**src/rtl/pc_gen.sv**
```systemverilog
// rtl/pc_gen.sv - fetch-stage PC register with next-PC select, exception/eret entry and return-address stack
module pc_gen #(
  parameter logic [31:0] RESET_PC  = 32'h0000_3000,
  parameter logic [31:0] EXC_VEC   = 32'h0000_4180,
  parameter int          RAS_DEPTH = 4
) (
  input  logic                           clk,
  input  logic                           reset,
  input  logic                           stall,
  input  logic [31:0]                    pc4_D,
  input  logic [25:0]                    i26,
  input  logic [2:0]                     npc_sel,
  input  logic                           cmp_out,
  input  logic [31:0]                    jr_reg,
  input  logic                           exc_req,
  input  logic                           eret,
  input  logic [31:0]                    epc,
  output logic [31:0]                    pc_F,
  output logic [$clog2(RAS_DEPTH+1)-1:0] ras_count,
  output logic                           ras_miss,
  output logic                           pc_misalign
);

  localparam int PW = $clog2(RAS_DEPTH);
  localparam int CW = $clog2(RAS_DEPTH + 1);
  localparam logic [CW-1:0] DEPTH_C = CW'(RAS_DEPTH);

  logic [31:0]   ras_mem [RAS_DEPTH];
  logic [PW-1:0] top;
  logic [PW-1:0] top_m1;
  logic [31:0]   ras_top_val;
  logic [31:0]   next_pc;
  logic [31:0]   pc_plus4;
  logic [31:0]   br_off;
  logic [3:0]    pc_d_hi;
  logic          advance;
  logic          is_jal;
  logic          is_ret;

  // Upper nibble of pc4_D - 4: a borrow reaches bit 28 only when bits [27:2] are all zero.
  assign pc_d_hi     = pc4_D[31:28] - {3'b000, (pc4_D[27:2] == 26'd0)};
  assign pc_plus4    = pc_F + 32'd4;
  assign br_off      = {{14{i26[15]}}, i26[15:0], 2'b00};
  assign top_m1      = top - 1'b1;
  assign ras_top_val = ras_mem[top_m1];
  assign advance     = !exc_req && !eret && !stall;
  assign is_jal      = (npc_sel == 3'd3);
  assign is_ret      = (npc_sel == 3'd5);
  assign pc_misalign = (pc_F[1:0] != 2'b00);

  always_comb begin
    next_pc = pc_plus4;
    case (npc_sel)
      3'd1:       next_pc = cmp_out ? (pc4_D + br_off) : pc_plus4;
      3'd2, 3'd3: next_pc = {pc_d_hi, i26, 2'b00};
      3'd4, 3'd5: next_pc = jr_reg;
      default:    next_pc = pc_plus4;
    endcase
  end

  always_ff @(posedge clk or posedge reset) begin
    if (reset) begin
      pc_F      <= RESET_PC;
      top       <= '0;
      ras_count <= '0;
      ras_miss  <= 1'b0;
    end else begin
      ras_miss <= 1'b0;
      if (exc_req) begin
        pc_F <= EXC_VEC;
      end else if (eret) begin
        pc_F <= epc;
      end else if (!stall) begin
        pc_F <= next_pc;
        if (is_jal) begin
          // Circular push: a full stack silently overwrites its oldest entry.
          top <= top + 1'b1;
          if (ras_count != DEPTH_C) ras_count <= ras_count + 1'b1;
        end else if (is_ret) begin
          if (ras_count != '0) begin
            top       <= top_m1;
            ras_count <= ras_count - 1'b1;
            ras_miss  <= (ras_top_val != jr_reg);
          end else begin
            ras_miss  <= 1'b1;
          end
        end
      end
    end
  end

  // Entry contents need no reset; only the pointer and count define validity.
  always_ff @(posedge clk) begin
    if (advance && is_jal) ras_mem[top] <= pc4_D + 32'd4;
  end

endmodule

```
**config.mk**
```make
export PLATFORM = sky130hd
export DESIGN_NAME = pc_gen
export DESIGN_NICKNAME = d
export VERILOG_FILES = /design/src/rtl/pc_gen.sv
export SDC_FILE = /design/constraint.sdc
export NUM_CORES = 1
export LEC_CHECK = 0
export CORE_MARGIN = 2
export CORE_UTILIZATION = 40
export CTS_BUF_LIST = sky130_fd_sc_hd__clkbuf_8
export CTS_CLUSTER_SIZE = 24
export DETAILED_ROUTE_END_ITERATION = 10
export GPL_TIMING_DRIVEN = 0
export PLACE_DENSITY = 0.69
export SYNTH_ARGS = -nofsm -noshare
export SYNTH_HDL_FRONTEND = slang
export SYNTH_SLANG_ARGS = --single-unit
export TNS_END_PERCENT = 10
```
**constraint.sdc**
```tcl
create_clock -name clk -period 4 [get_ports clk]
set_clock_uncertainty 0.2 [all_clocks]
set_input_delay 1.2 -clock clk [delete_from_list [all_inputs] [get_ports clk]]
set_output_delay 1.2 -clock clk [all_outputs]
set_load 0.03 [all_outputs]
```
==> metrics.cfg, run 1 <==
[outcome]
status=complete, but fails checks
violations=negative setup slack

[power]
p_switching_uw=2001
sw_frac_of_total_pct=37.31
ir_drop_uv=204.4
p_int_uw=3363
power_density_nw_per_um2=412.2
p_comb_share_pct=40.7
p_seq_share_pct=37.4
power_frac_clock_pct=22.0
p_leak_uw=0.004642

[route]
routedWlPerCell_um=24.37
drtAntennaViolNets=0
drt-initial-drc-count=1058
drc=0
vias_per_cell=6.037
wl_um=36310
drt_pass1_iterations=8
dr_total_vias=8995

[critical_path]
critPathTopFamily=simple AND/OR/NAND/NOR gates
cp-start-kind=input port
path_cells=clkdlybuf4s50_1 > nor2_1 > nand2_1 > nor2_1 > and2_2
path_max_fanout=32
critPathMostFrequentCell=nor2_1
critical_path_class=input port to flip-flop
max_stage_delay_ns=0.80
crit_buf_inv=1
cp-end-kind=flip-flop
cp_data_arrival_time_ns=4.01
crit_required_ns=3.91
critPathSlowestCell=and2_2

[sta]
relSlewSlack_pct=27.34
setup_viol=98
slew_viol_final=0
finalWorstSetupSlack_ns=-0.1071
fmax_ghz=0.2435
period_share_pct=102.7
tightest_slew_ns=1.080
hold_viol=0
finalHoldWorstSlack_ns=0.3045
period_needed_ns=4.107
rsz0062_at_grt=true

[global_route]
antenna_found_initial=0
grtUsageTotal_pct=26.66
grt_overflow=0
grt_max_degree=39
grt_pass1_vias=8485
grt_pass1_wl_um=52740

[final_layout]
fin_nets=1315
final_util_pct=50.36
fillers=2356
seqCellArea_sq_um=4797
antennaDiodeCount=0
drive_gt1_share_pct=10.22
area_growth_pct=24.93
final_cells=1490
fin_area_sq_um=13010
multi_input_area_sq_um=5419

[place]
io_buffers=166
hpwl_um=28050
dp_cells=1455
place_congestion=0.9542
placed_area_sq_um=12500

[clocking]
path_clk_slew_ns=0.10
cts_tree=yes
ctsRootBufferMaster=clkbuf_8
cts_buffers=17
clk_path_buf_depth=2
clk-insertion-delay-late_ns=0.49
clock_sinks=166
ctsHtreeMaxLevel=4
ctsHoldBuffers=0

[logic_synthesis]
mappedNetlistNets=1127
synth_top_family_by_area=compound AO/OA/AOI/OAI gates
synthArstFlopShare_pct=22.89
synth.avg_cell_area_sq_um=10.92
synth_edf_count=128
synth_top_cell_area_share_pct=36.91
synth-compound-area-share_pct=16.60
synth_cell_types=74
synthXorXnorAreaFrac_pct=8.998
synth_warnings=0
synth_mux_area_share_pct=7.232
synth_cells=954
ys_seq_elements=166
synth_ff_type=edfxtp_1
yosys.area.top_type=edfxtp_1
synth_area_sq_um=10410
synth_fa_ha_area_share_pct=5.190
synthTopCellsByArea=edfxtp_1 (37%), dfrtp_1 (8.6%), mux4_2 (6.9%)
yosysSeqAreaShare_pct=46.06
synth-simple-area-share_pct=13.19

[min_path]
hold_class=flip-flop to flip-flop

[floorplan]
dieArea_sq_um=27340
chipWidth_um=165.4
start_util_pct=40.31
rows=59
pin_count=168
coreArea_sq_um=25840
die_h_um=165.4

[run]
maxCapViolations=0

per-layer routing:
layer / wire [um] / up-vias / GRT usage [%]
li1: - / 4064 / -
met1: 14560 / 4334 / 35.98
met2: 16980 / 534 / 43.45
met3: 3772 / 63 / 5.095
met4: 996 / 0 / 8.660
met5: 0 / - / 0
per-stage QoR:
stage                     total power (uW)  setup TNS [ns]  setup slack, ns
after floorplan                       3407               0           0.3628
after global placement                4122         -170.64           -1.160
after detailed placement              4152          -89.52          -0.9517
after CTS                             5351       -0.002423        -0.002423
after global routing                  5594          -12.54          -0.1377
final                                 5364          -8.442          -0.1071
state kept, by name, summed over array words and instances, names as in the netlist:
name       flops
pc_F          32
ras_count      3
ras_mem      128
ras_miss       1
top            2
worst register-to-register path, delay by kind of cell, from the launching register on:
| family | cells | cell delay, ns |
|---|---|---|
| buffers and inverters | 5 | 1.16 |
| multiplexers | 1 | 0.34 |
| AND/OR/NAND/NOR | 3 | 0.93 |
| XOR/XNOR | 1 | 0.19 |
| AO/OA/AOI/OAI | 1 | 0.10 |
| adder cells (fa/ha/maj) | 1 | 0.46 |
| flip-flops | 1 | 0.42 |
cell type report:
type	instances	share of cell area (%)
multi-input combinational	715	41.65
sequential	166	36.87
timing repair buffer	170	13.12
tap	335	3.221
clock buffer	17	1.798
buffer	40	1.385
clock inverter	15	1.039
inverter	32	0.9232
kinds of logic (layout without fill, tap and decap cells):
logic type | count (synthesis) | count (layout)
simple gates | 273 | 273
compound gates | 258 | 258
flops | 166 | 166
xor+xnor | 107 | 107
buf+inv | 73 | 274
fa+ha+maj | 42 | 42
mux | 35 | 35
power groups by stage:
stage	Clock [uW]	Sequential [uW]	Combinational, uW
6_report	1180	2000	2180
2_1_floorplan	0	2090	1310
5_1_grt	1260	2010	2320
3_3_place_gp	0	2040	2080
4_1_cts	1190	2000	2160
3_5_place_dp	0	2040	2110
cells in the final DEF, fill, tap and decap left out, types with 26 or more instances in the layout:
cell               n
a21oi_1           72
a22oi_1           29
clkbuf_1          26
clkdlybuf4s50_1  151
dfrtp_1           36
edfxtp_1         128
ha_1              35
inv_1             30
mux4_2            32
nand2_1           72
nand3_1           32
nor2_1            57
o21ai_0           36
xnor2_1           65
xor2_1            42
path summary, 6_finish.rpt:
| kind | slack [ns] | endpoint | cells after the start | start |
|---|---|---|---|---|
| worst max register to register | 0.08 | ras_miss | 12 | top[0] |
| worst max-delay path | -0.11 | ras_mem[2][29] | 5 | eret |
| min in group asynchronous | 1.00 | pc_F[18] | 2 | reset |
| worst min register to register | 0.30 | pc_F[1] | 2 | pc_F[1] |
| max in group asynchronous | 2.03 | ras_miss | 2 | reset |
| worst min-delay path | 0.30 | pc_F[1] | 2 | pc_F[1] |
Yosys cell counts (all sizes together), types with 3 or more instances:
| master | instances |
|---|---|
| nand4 | 26 |
| a221o | 3 |
| a21oi | 75 |
| o221ai | 9 |
| nor2 | 57 |
| mux4 | 32 |
| a41oi | 3 |
| o21ai | 48 |
| nor3 | 23 |
| edfxtp | 128 |
| o22ai | 11 |
| or2 | 6 |
| and3 | 16 |
| xor2 | 42 |
| inv | 31 |
| a31oi | 9 |
| a211oi | 5 |
| dfrtp | 36 |
| a2111oi | 3 |
| ha | 40 |
| o31ai | 5 |
| nand3 | 32 |
| a22o | 5 |
| o21a | 4 |
| and2 | 8 |
| nor4 | 17 |
| a22oi | 29 |
| a21o | 17 |
| nor2b | 6 |
| nand2 | 72 |
| o211ai | 7 |
| a222oi | 7 |
| xnor2 | 65 |
| clkbuf | 29 |
| buf | 12 |
timing repair:
item                                    CTS  global route
buffers inserted                          2             2
pin swaps                                 3            10
resized for setup                        17            28
endpoints found under the setup margin   11           174
hold endpoints to repair                  0             0
gates cloned                              0             0
(Power assumes the default switching activity.)
==> run 2: changes to the inputs <==
--- a/config.mk
+++ b/config.mk
@@ -11,7 +11,9 @@
 export CTS_CLUSTER_SIZE = 24
 export DETAILED_ROUTE_END_ITERATION = 10
 export GPL_TIMING_DRIVEN = 0
+export MAX_ROUTING_LAYER = met4
 export PLACE_DENSITY = 0.69
+export SLEW_MARGIN = 10
 export SYNTH_ARGS = -nofsm -noshare
 export SYNTH_HDL_FRONTEND = slang
 export SYNTH_SLANG_ARGS = --single-unit
==> run 2 against run 1 <==
  * The flow still finishes with violations (negative setup slack)
  * Critical path depth rose by 8
  * Register-to-register slack improved by 0.13 ns
  * Power rose by 1.4%
  * Worst hold slack better by 0.026 ns
  * First-iteration DRC count is 4.3% higher
  * Sequential share of layout area is 0.32 points lower
  * Flip-flop and latch count is the same
  * Largest cell class unchanged
==> metrics.cfg, run 2 (synthesized netlist as in run 1, its figures left out) <==
[sta]
slew_viol_final=0  ; unchanged
relSlewSlack_pct=38.80  ; +11 points
finalWorstSetupSlack_ns=-0.03946  ; +0.06764 ns
hold_viol=0  ; unchanged
tightest_slew_ns=0.9147  ; -0.1652 ns
rsz0062_at_grt=true
fmax_ghz=0.2476  ; +1.7%
finalHoldWorstSlack_ns=0.3305  ; +0.02602 ns
period_needed_ns=4.039  ; -0.06764 ns
period_share_pct=101.0  ; -1.7 points
setup_viol=1  ; -99%

[route]
drc=0  ; unchanged
drt-initial-drc-count=1104  ; +4.3%
vias_per_cell=6.074  ; +0.61%
routedWlPerCell_um=24.77  ; +1.6%
dr_total_vias=9080  ; +0.94%
wl_um=37030  ; +2.0%
drt_pass1_iterations=6  ; -2
drtAntennaViolNets=0  ; unchanged

[place]
io_buffers=166  ; unchanged
dp_slack_ns=-0.9624  ; -0.01067 ns
hpwl_um=28600  ; +2.0%
placed_area_sq_um=12600  ; +0.80%
place_congestion=1.001  ; +4.9%

[clocking]
cts_buffers=17  ; unchanged
ctsHtreeMaxLevel=4  ; unchanged
clk_path_buf_depth=2  ; unchanged
path_clk_slew_ns=0.13  ; +0.03 ns
clk-insertion-delay-late_ns=0.49  ; about the same
cts_tree=yes
ctsRootBufferMaster=clkbuf_8
clock_sinks=166  ; unchanged

[final_layout]
fin_area_sq_um=13130  ; +0.88%
regMostFlops=ras_mem
final_cell_mix=clkdlybuf4s50_1 (157), edfxtp_1 (128), a21oi_1 (73)
largest_register_ffs=128  ; unchanged
final_common_cell=clkdlybuf4s50_1
antennaDiodeCount=0  ; unchanged
fin_nets=1320  ; +0.38%
fillers=2318  ; -1.6%
seqCellArea_sq_um=4797  ; unchanged
reg_top3=ras_mem x128, pc_F x32, ras_count x3
drive_gt1_share_pct=10.52  ; +0.30 points
area_growth_pct=26.03
multi_input_area_sq_um=5420  ; about the same

[power]
ir_drop_uv=199.6  ; -2.4%
p_leak_uw=0.004648  ; +0.11%
power_density_nw_per_um2=414.3  ; +0.50%

[critical_path]
critPathSlowestCell=clkdlybuf4s50_1
cp-start-kind=input port
cp-end-kind=flip-flop
path_max_fanout=3  ; -91%
max_stage_delay_ns=0.53  ; -0.27 ns
r2r_start=top[0]
critPathTopFamily=compound AO/OA/AOI/OAI gates
critical_path_class=input port to flip-flop
cp_data_arrival_time_ns=4.23  ; +0.22 ns
crit_buf_inv=2  ; +1
startpoint=i26[0]
crit_required_ns=4.19  ; +0.28 ns
path_cells=clkdlybuf4s50_1 > ha_2 > inv_1 > fa_1 > nor2b_1 > o31a_1 > o2111ai_1 > a21o_1 > a41oi_2 > a21oi_1 > xor2_1 > a41oi_1 > a221o_1

[min_path]
min_from=pc_F[1]
hold_class=flip-flop to flip-flop

[floorplan]
start_util_pct=40.31  ; unchanged
die_h_um=165.4  ; unchanged
dieArea_sq_um=27340  ; unchanged
chipWidth_um=165.4  ; unchanged
pin_count=168  ; unchanged
coreArea_sq_um=25840  ; unchanged
rows=59  ; unchanged

[run]
maxCapViolations=0  ; unchanged

[global_route]
grt_overflow=0  ; unchanged
antenna_found_initial=0  ; unchanged
grt_pass1_vias=8574  ; +1.0%
grtUsageTotal_pct=27.99  ; +1.3 points
grt_pass1_wl_um=53940  ; +2.3%
grt_max_degree=32  ; -18%

[outcome]
status=complete, but fails checks
violations=negative setup slack

[run 2: final cells by class]
cell class              count  area share, %
multi-input cells         715          41.29
flip-flops and latches    166          36.55
repair buffers            175          13.65
well taps                 335          3.193
clock buffers              17          1.782
plain buffers              40          1.411
clock inverters            15          1.211
inverters                  32         0.9151
[run 2: worst paths after layout]
path,end,cells after the start,slack (ns)
setup / recovery,pc_F[24],13,-0.04
hold / removal,pc_F[1],2,0.33
setup reg to reg,ras_miss,12,0.21
hold reg to reg,pc_F[1],2,0.33
max in group asynchronous,pc_F[12],3,2.34
min in group asynchronous,pc_F[27],2,0.72
[run 2: tightest hold or removal path, stage by stage (launching register included)]
cell and delay, ns:
dfrtp_1 0.39, nand2_1 0.05, o31ai_1 0.06
[run 2: report_power, final]
part	leakage, uW	switching (uW)	total, uW	internal [uW]
Clock	0.000203	777	1250	470
Combinational	0.00281	1190	2190	995
Sequential	0.00163	81.9	2000	1920
Total	0.00465	2050	5440	3390
[run 2: through the flow]
step | std cells | utilization (%) | setup TNS (ns) | total power [uW]
6_report | 1495 | 50.80 | -0.03946 | 5438
5_1_grt | 1495 | 50.80 | -0.4911 | 5650
4_1_cts | 1492 | 50.45 | 0 | 5409
3_5_place_dp | 1460 | 48.77 | -57.01 | 4157
3_3_place_gp | 1455 | 48.36 | -182.15 | 4131
2_1_floorplan | 954 | - | 0 | 3407
[run 2: what timing repair did]
action,4_1_cts,5_1_grt
hold buffers,0,0
setup endpoints to repair,12,37
buffers inserted,1,3
resized for setup,18,21
pin swaps,3,10
[run 2: metal layers]
| layer | GRT usage [%] | part of all wire (%) |
|---|---|---|
| met1 | 36.84 | 41 |
| met3 | 4.321 | 9.0 |
| met5 | - | 0 |
| met2 | 45.09 | 47 |
| met4 | 8.229 | 2.7 |
==> run 3: changes to the inputs <==
--- a/config.mk
+++ b/config.mk
@@ -5,14 +5,15 @@
 export SDC_FILE = /design/constraint.sdc
 export NUM_CORES = 1
 export LEC_CHECK = 0
-export CORE_MARGIN = 2
+export ABC_AREA = 1
+export CORE_MARGIN = 5
 export CORE_UTILIZATION = 40
 export CTS_BUF_LIST = sky130_fd_sc_hd__clkbuf_8
 export CTS_CLUSTER_SIZE = 24
 export DETAILED_ROUTE_END_ITERATION = 10
 export GPL_TIMING_DRIVEN = 0
 export MAX_ROUTING_LAYER = met4
-export PLACE_DENSITY = 0.69
+export PLACE_DENSITY = 0.67
 export SLEW_MARGIN = 10
 export SYNTH_ARGS = -nofsm -noshare
 export SYNTH_HDL_FRONTEND = slang
==> constraint.sdc (replaced) <==
create_clock -name clk -period 5.2 [get_ports clk]
set_clock_uncertainty 0.2 [all_clocks]
set_input_delay 1.56 -clock clk [delete_from_list [all_inputs] [get_ports clk]]
set_output_delay 1.56 -clock clk [all_outputs]
set_load 0.03 [all_outputs]
==> run 3 against run 2 <==
  * The run now ends clean
  * Via count up 32%
  * Flip-flop and latch count stayed put
  * Sequential power down 23%
  * Global-route usage rose by 0.75 points
  * Worst setup slack improved by 0.63 ns
  * Combinational power grew 5%
  * Largest cell class unchanged
==> metrics.cfg, run 3 <==
[logic_synthesis]
yosysSeqAreaShare_pct=39.99  ; -6.1 points
ys_seq_elements=166  ; unchanged
synth_edf_count=128  ; unchanged
netlist_top_cells_count=nand2_1 (565), inv_1 (200), nor2_1 (135), edfxtp_1 (128), nand3_1 (127)
synth_area_sq_um=12000  ; +15%
synth_cell_types=54  ; -27%
yosys.area.top_type=edfxtp_1
synthTopCellsByArea=edfxtp_1 (32%), nand2_1 (18%), dfrtp_1 (7.5%)
synth.avg_cell_area_sq_um=7.332  ; -33%
synth_cells=1636  ; +71%
mappedNetlistNets=1809  ; +61%
synth_warnings=0  ; unchanged
synthArstFlopShare_pct=22.89  ; unchanged
synth_ff_type=edfxtp_1
synth_most_common_cell=nand2_1
synth_top_cell_area_share_pct=32.04  ; -4.9 points

[floorplan]
pin_count=168  ; unchanged
die_h_um=183.2  ; +11%
rows=63  ; +6.8%
coreArea_sq_um=29640  ; +15%
start_util_pct=40.47  ; +0.16 points
dieArea_sq_um=33550  ; +23%
chipWidth_um=183.2  ; +11%

[route]
vias_per_cell=5.390  ; -11%
drc=0  ; unchanged
drt-initial-drc-count=1384  ; +25%
routedWlPerCell_um=21.35  ; -14%
wl_um=47590  ; +29%
drt_pass1_iterations=5  ; -1
drtAntennaViolNets=0  ; unchanged
dr_total_vias=12020  ; +32%

[critical_path]
critPathSlowestCell=nor4_1
cp-start-kind=input port
cp_data_arrival_time_ns=4.80  ; +0.57 ns
critPathTopFamily=simple AND/OR/NAND/NOR gates
reg2reg_slack_ns=1.16  ; +0.95 ns
crit_buf_inv=1  ; -1
critical_path_class=input port to flip-flop
path_max_fanout=5  ; +2
crit_required_ns=5.39  ; +1.20 ns
path_cells=clkdlybuf4s50_1 > nor4_1 > nand4_1 > nor4_1 > ha_1 > ha_1 > xnor2_1 > o21ai_0 > a21oi_1 > nand2_1 > o21ai_1 > nand2_1
reg2reg_to=ras_miss
max_stage_delay_ns=0.56  ; +0.03 ns
ff2ff_path_depth=14  ; +2
r2r_start=top[0]
cp-end-kind=flip-flop

[global_route]
grt_pass1_wl_um=70100  ; +30%
grtUsageTotal_pct=28.73  ; +0.75 points
grt_overflow=0  ; unchanged
grt_max_degree=24  ; -25%
antenna_found_initial=0  ; unchanged
grt_pass1_vias=11160  ; +30%

[final_layout]
drive_gt1_share_pct=5.927  ; -4.6 points
final_cell_mix=nand2_1 (565), inv_1 (200), clkdlybuf4s50_1 (166)
reg_top3=ras_mem x128, pc_F x32, ras_count x3
fin_area_sq_um=14690  ; +12%
fin_nets=1999  ; +51%
final_util_pct=49.57  ; -1.2 points
largest_register_ffs=128  ; unchanged
final_common_cell=nand2_1
regMostFlops=ras_mem
antennaDiodeCount=0  ; unchanged
area_growth_pct=22.47

[clocking]
cts_resized=0  ; -18
path_clk_slew_ns=0.12  ; about the same
clock_sinks=166  ; unchanged
clk_path_buf_depth=2  ; unchanged
ctsHtreeMaxLevel=4  ; unchanged
cts_tree=yes
ctsHoldBuffers=0  ; unchanged
cts_buffers=17  ; unchanged
post-cts-setup-buffers=0  ; -1
ctsRootBufferMaster=clkbuf_8
clk-insertion-delay-late_ns=0.49  ; about the same

[place]
hpwl_um=39060  ; +37%
placed_area_sq_um=14290  ; +13%
place_congestion=0.9912  ; -1.0%
io_buffers=166  ; unchanged

[sta]
slew_viol_final=0  ; unchanged
finalHoldWorstSlack_ns=0.3242  ; -0.006310 ns
relSlewSlack_pct=43.97  ; +5.2 points
period_share_pct=88.64
setup_viol=0  ; -1
rsz0062_at_grt=false
hold_viol=0  ; unchanged
fmax_ghz=0.2170
period_needed_ns=4.609
tightest_slew_ns=0.8404  ; -0.07428 ns

[min_path]
min_to=ras_count[2]
hold_class=flip-flop to flip-flop
holdPathStages=1  ; -1
min_from=ras_count[2]

[outcome]
status=complete, no violations

[power]
p_seq_share_pct=32.1  ; -4.7 points
power_frac_clock_pct=20.0  ; -2.9 points
sw_frac_of_total_pct=46.40  ; +8.7 points
p_switching_uw=2238  ; +9.0%
power_density_nw_per_um2=328.3  ; -21%
finalPower_uw=4822  ; -11%
ir_drop_uv=205.4  ; +2.9%
p_comb_share_pct=47.9  ; +7.6 points
p_int_uw=2585  ; -24%
p_leak_uw=0.006393  ; +38%

[run]
maxCapViolations=0  ; unchanged

-- run 3: changes by cell type after synthesis, moves of 33 or more --
cell	delta
nor2_1	+78
inv_1	+169
a21oi_1	-33
nand2_1	+493
o21ai_0	+39
nand3_1	+95
xnor2_1	-38
-- run 3: metal layers --
layer	GRT usage [%]	up-vias	part of all wire, %
met5	-	-	0
met4	6.734	0	2.4
met3	3.709	70	8.0
met2	42.53	538	43
met1	42.11	5656	46
li1	-	5751	-
-- run 3: area by class of cell --
type	count	area, sq um
clock inverter	15	166.4
timing repair buffer	171	1777
clock buffer	17	234.0
tap	390	488.0
fill	3009	14950
multi-input combinational	1218	6250
buffer	45	201.4
sequential	166	4797
inverter	207	777.0
-- run 3: worst reg2reg max path, stage by stage (launching register included) --
cell,delay [ns]
dfrtp_1,0.45
inv_1,0.10
buf_2,0.22
buf_2,0.33
ha_1,0.29
clkbuf_2,0.19
inv_1,0.18
clkbuf_1,0.58
o21ai_0,0.20
o22ai_1,0.31
xor2_1,0.11
nor3_1,0.24
nand3_1,0.18
nor2_1,0.29
nor2_1,0.07
-- run 3: worst max-delay path by stage --
stage / from / end / slack (ns) / depth (start not counted)
2_1_floorplan: npc_sel[1] / ras_mem[0][0] / 1.05 / 4
3_3_place_gp: npc_sel[1] / ras_mem[3][23] / -0.93 / 5
3_5_place_dp: pc4_D[2] / pc_F[14] / 0.26 / 15
4_1_cts: pc4_D[2] / pc_F[14] / 0.78 / 15
5_1_grt: pc4_D[2] / pc_F[14] / 0.50 / 15
6_report: pc4_D[26] / pc_F[30] / 0.59 / 12
-- run 3: kinds of logic (layout without fill, tap and decap cells) --
kind of cell / count (synthesis) / in the layout / share of synthesized area, %
and+or+nand+nor: 921 / 921 / 32.99
buffers and inverters: 252 / 455 / 8.157
AOI/OAI and AO/OA: 189 / 189 / 9.513
DFF: 166 / 166 / 39.99
xor gates and xnor gates: 65 / 65 / 4.746
adders and majority gates: 42 / 42 / 4.506
muxes: 1 / 1 / 0.09387
-- run 3: through the flow --
step / cells / TNS, ns / setup slack [ns]
after global routing: 2229 / 0 / 0.5028
after detailed placement: 2197 / 0 / 0.2561
after global placement: 2192 / -110.43 / -0.9281
after floorplan: 1636 / 0 / 1.054
final: 2229 / 0 / 0.5909
after CTS: 2229 / 0 / 0.7783
-- run 3: power by group through the flow --
stage	Sequential [uW]	Combinational (uW)	Clock, uW
after detailed placement	1580	2260	0
after CTS	1550	2270	964
after global routing	1560	2500	1020
final	1550	2310	963
after global placement	1580	2220	0
after floorplan	1620	1320	0
==> edit: new RTL, config.mk and constraints of run 2 <==
The parameter `RAS_DEPTH` goes from 4 to 8.
--- a/src/rtl/pc_gen.sv
+++ b/src/rtl/pc_gen.sv
@@ -4,3 +4,3 @@
   parameter logic [31:0] EXC_VEC   = 32'h0000_4180,
-  parameter int          RAS_DEPTH = 4
+  parameter int          RAS_DEPTH = 8
 ) (
Interface: changed (resized ras_count); port bits go from 168 to 169. No check against the original RTL was run, so the function may have changed too.
==> edit against run 2 <==
- the flow still finishes with violations (setup timing)
- first-iteration DRC count shrank 0.63%
- global-route usage shrank 1.2 points
- critical path depth shrank 5
- area after synthesis grew 52%
- setup slack gained 0.037 ns
- combinational power grew 72%
- die area grew 50%
- sequential cell count grew 130
- largest cell class is now flip-flops and latches
- design area grew 49%
- total power grew 79%
- register-to-register slack lost 0.11 ns
- sequential share of layout area grew 7.7 points
- routed wire length grew 46%
==> edit: results (changes against run 2) <==
| Metric | Value |
|---|---|
| Leak pwr | `0.00678 uW (+46%)` |
| Initial antenna violation count | `4 (+4)` |
| Syn Nets | `1417 (+26%)` |
| Pint | `6290 uW (+86%)` |
| Worst hold slack | `0.309 ns (-0.0212 ns)` |
| Syn avg cell area | `12.7 um^2 (+16%)` |
| Non-Filler Instances | `2033 (+36%)` |
| Fin nets | `1649 (+25%)` |
| Synth Area in XOR/XNOR | `0.0604 (-0.0296)` |
| H-tree Lvls | `2 (-2)` |
| Num CTS Buffers | `48 (+31)` |
| Cell count of the worst reg-to-reg path | `14 (+2)` |
| DP HPWL | `40400 um (+41%)` |
| Placement Cell Area | `18500 um^2 (+47%)` |
| Prevailing post-synth register cell | `edfxtp_1` |
| Final WS setup | `-0.00241 ns (+0.0370 ns)` |
| Setup_tns | `-0.0140 ns (+0.0255 ns)` |
| Clk slew on worst S/H paths | `0.07 ns (-0.06 ns)` |
| Yosys cell types | `82 (+11%)` |
| Top cells by count, synth | `edfxtp_1 (256), nor2_1 (93), nand2_1 (83), xnor2_1 (72), a21oi_1 (65)` |
| Post-synthesis adder-cell area fraction | `0.0342 (-0.0177)` |
| Violated checks | `setup timing` |
| Crit-path max FO | `8 (+5)` |
| Crit path DAT | `4.11 ns (-0.12 ns)` |
| Final setup viols | `8 (+7)` |
| Status | `finished, violations left` |
| Top Registers | `ras_mem: 256 flops, pc_F: 32 flops, ras_count: 4 flops` |
| First-pass GRT wire length | `78400 um (+45%)` |
| Synth async-reset ratio | `0.135 (-0.0938)` |
| Clk_lat worst skew | `0.62 ns (+0.13 ns)` |
| Iter 0 DRT Violations | `1097 (-0.63%)` |
| Part of the Yosys area used for sequential elements | `0.550 (+0.0893)` |
| Synth area leaders | `edfxtp_1 (49%), mux4_2 (9.1%), dfrtp_1 (6.0%)` |
| Max_slew headroom | `0.370 (-0.0175)` |
| DP Worst Slack | `-1.15 ns (-0.189 ns)` |
| Share of cells above drive strength 1 | `0.154 (+0.0485)` |
| Post-synth EDFFs | `256 (+100%)` |
| CP peak stage delay | `0.64 ns (+0.11 ns)` |
| Compound-cell area share of the yosys netlist | `0.123 (-0.0434)` |
| Post-synthesis mux area share | `0.0995 (+0.0272)` |
| Reg2Reg Setup Slack | `0.10 ns (-0.11 ns)` |
| Iteration count of the initial detailed-routing pass | `5 (-1)` |
| Routed wire length | `54000 um (+46%)` |
| Inst Count DP | `1942 (+33%)` |
| Vias per Instance | `6.01 (-1.1%)` |
| Worst Setup EP | `ras_mem[1][27]` |
edit: changes by cell type after synthesis, sizes merged, moves of 8 or more:
cell	before	now
a21oi	75	67
and4	1	11
clkbuf	29	38
nand2	72	84
nand2b	2	10
o21ai	48	66
nor2	57	93
mux4	32	64
mux2i	1	12
buf	12	20
edfxtp	128	256
edit: power groups by stage:
| stage | combinational, uW | sequential [uW] | clock (uW) |
|---|---|---|---|
| 5_1_grt | 3970 | 3530 | 2580 |
| 3_5_place_dp | 3630 | 3590 | 0 |
| 2_1_floorplan | 2360 | 3650 | 0 |
| 4_1_cts | 3680 | 3520 | 2460 |
| 3_3_place_gp | 3550 | 3580 | 0 |
| 6_report | 3760 | 3520 | 2430 |
edit: cell type report:
cell class | count | area (um^2)
clock buffers | 48 | 661
plain buffers | 56 | 297
inverters | 34 | 128
diodes | 5 | 12.5
well taps | 518 | 648
repair buffers | 184 | 2000
flip-flops and latches | 296 | 8690
fillers | 3380 | 19200
clock inverters | 36 | 194
multi-input cells | 856 | 6990
edit: cell families after synthesis:
kind of cell    count (synthesis)
flops                         296
xor+xnor                      109
fa+ha+maj                      42
simple gates                  345
mux                            77
compound gates                283
buf+inv                        92
edit: per-layer routing:
layer  global-route usage  up-vias  wire length [um]
met4                0.115        0              2400
li1                     -     5319                 -
met3               0.0435      145              4670
met5                    -        -                 0
met2                0.416      671             25200
met1                0.350     6074             21700
edit: timing repair:
action,in CTS,in global routing
buffers inserted,1,3
gates resized for setup,33,42
hold endpoints to repair,0,0
endpoints found under the setup margin,46,80
pin swaps,2,4
edit: critical path, delay by kind of cell:
kind          cells  cell delay (ns)
xor+xnor          1             0.64
buf+inv           1             0.62
simple gates      6             1.64
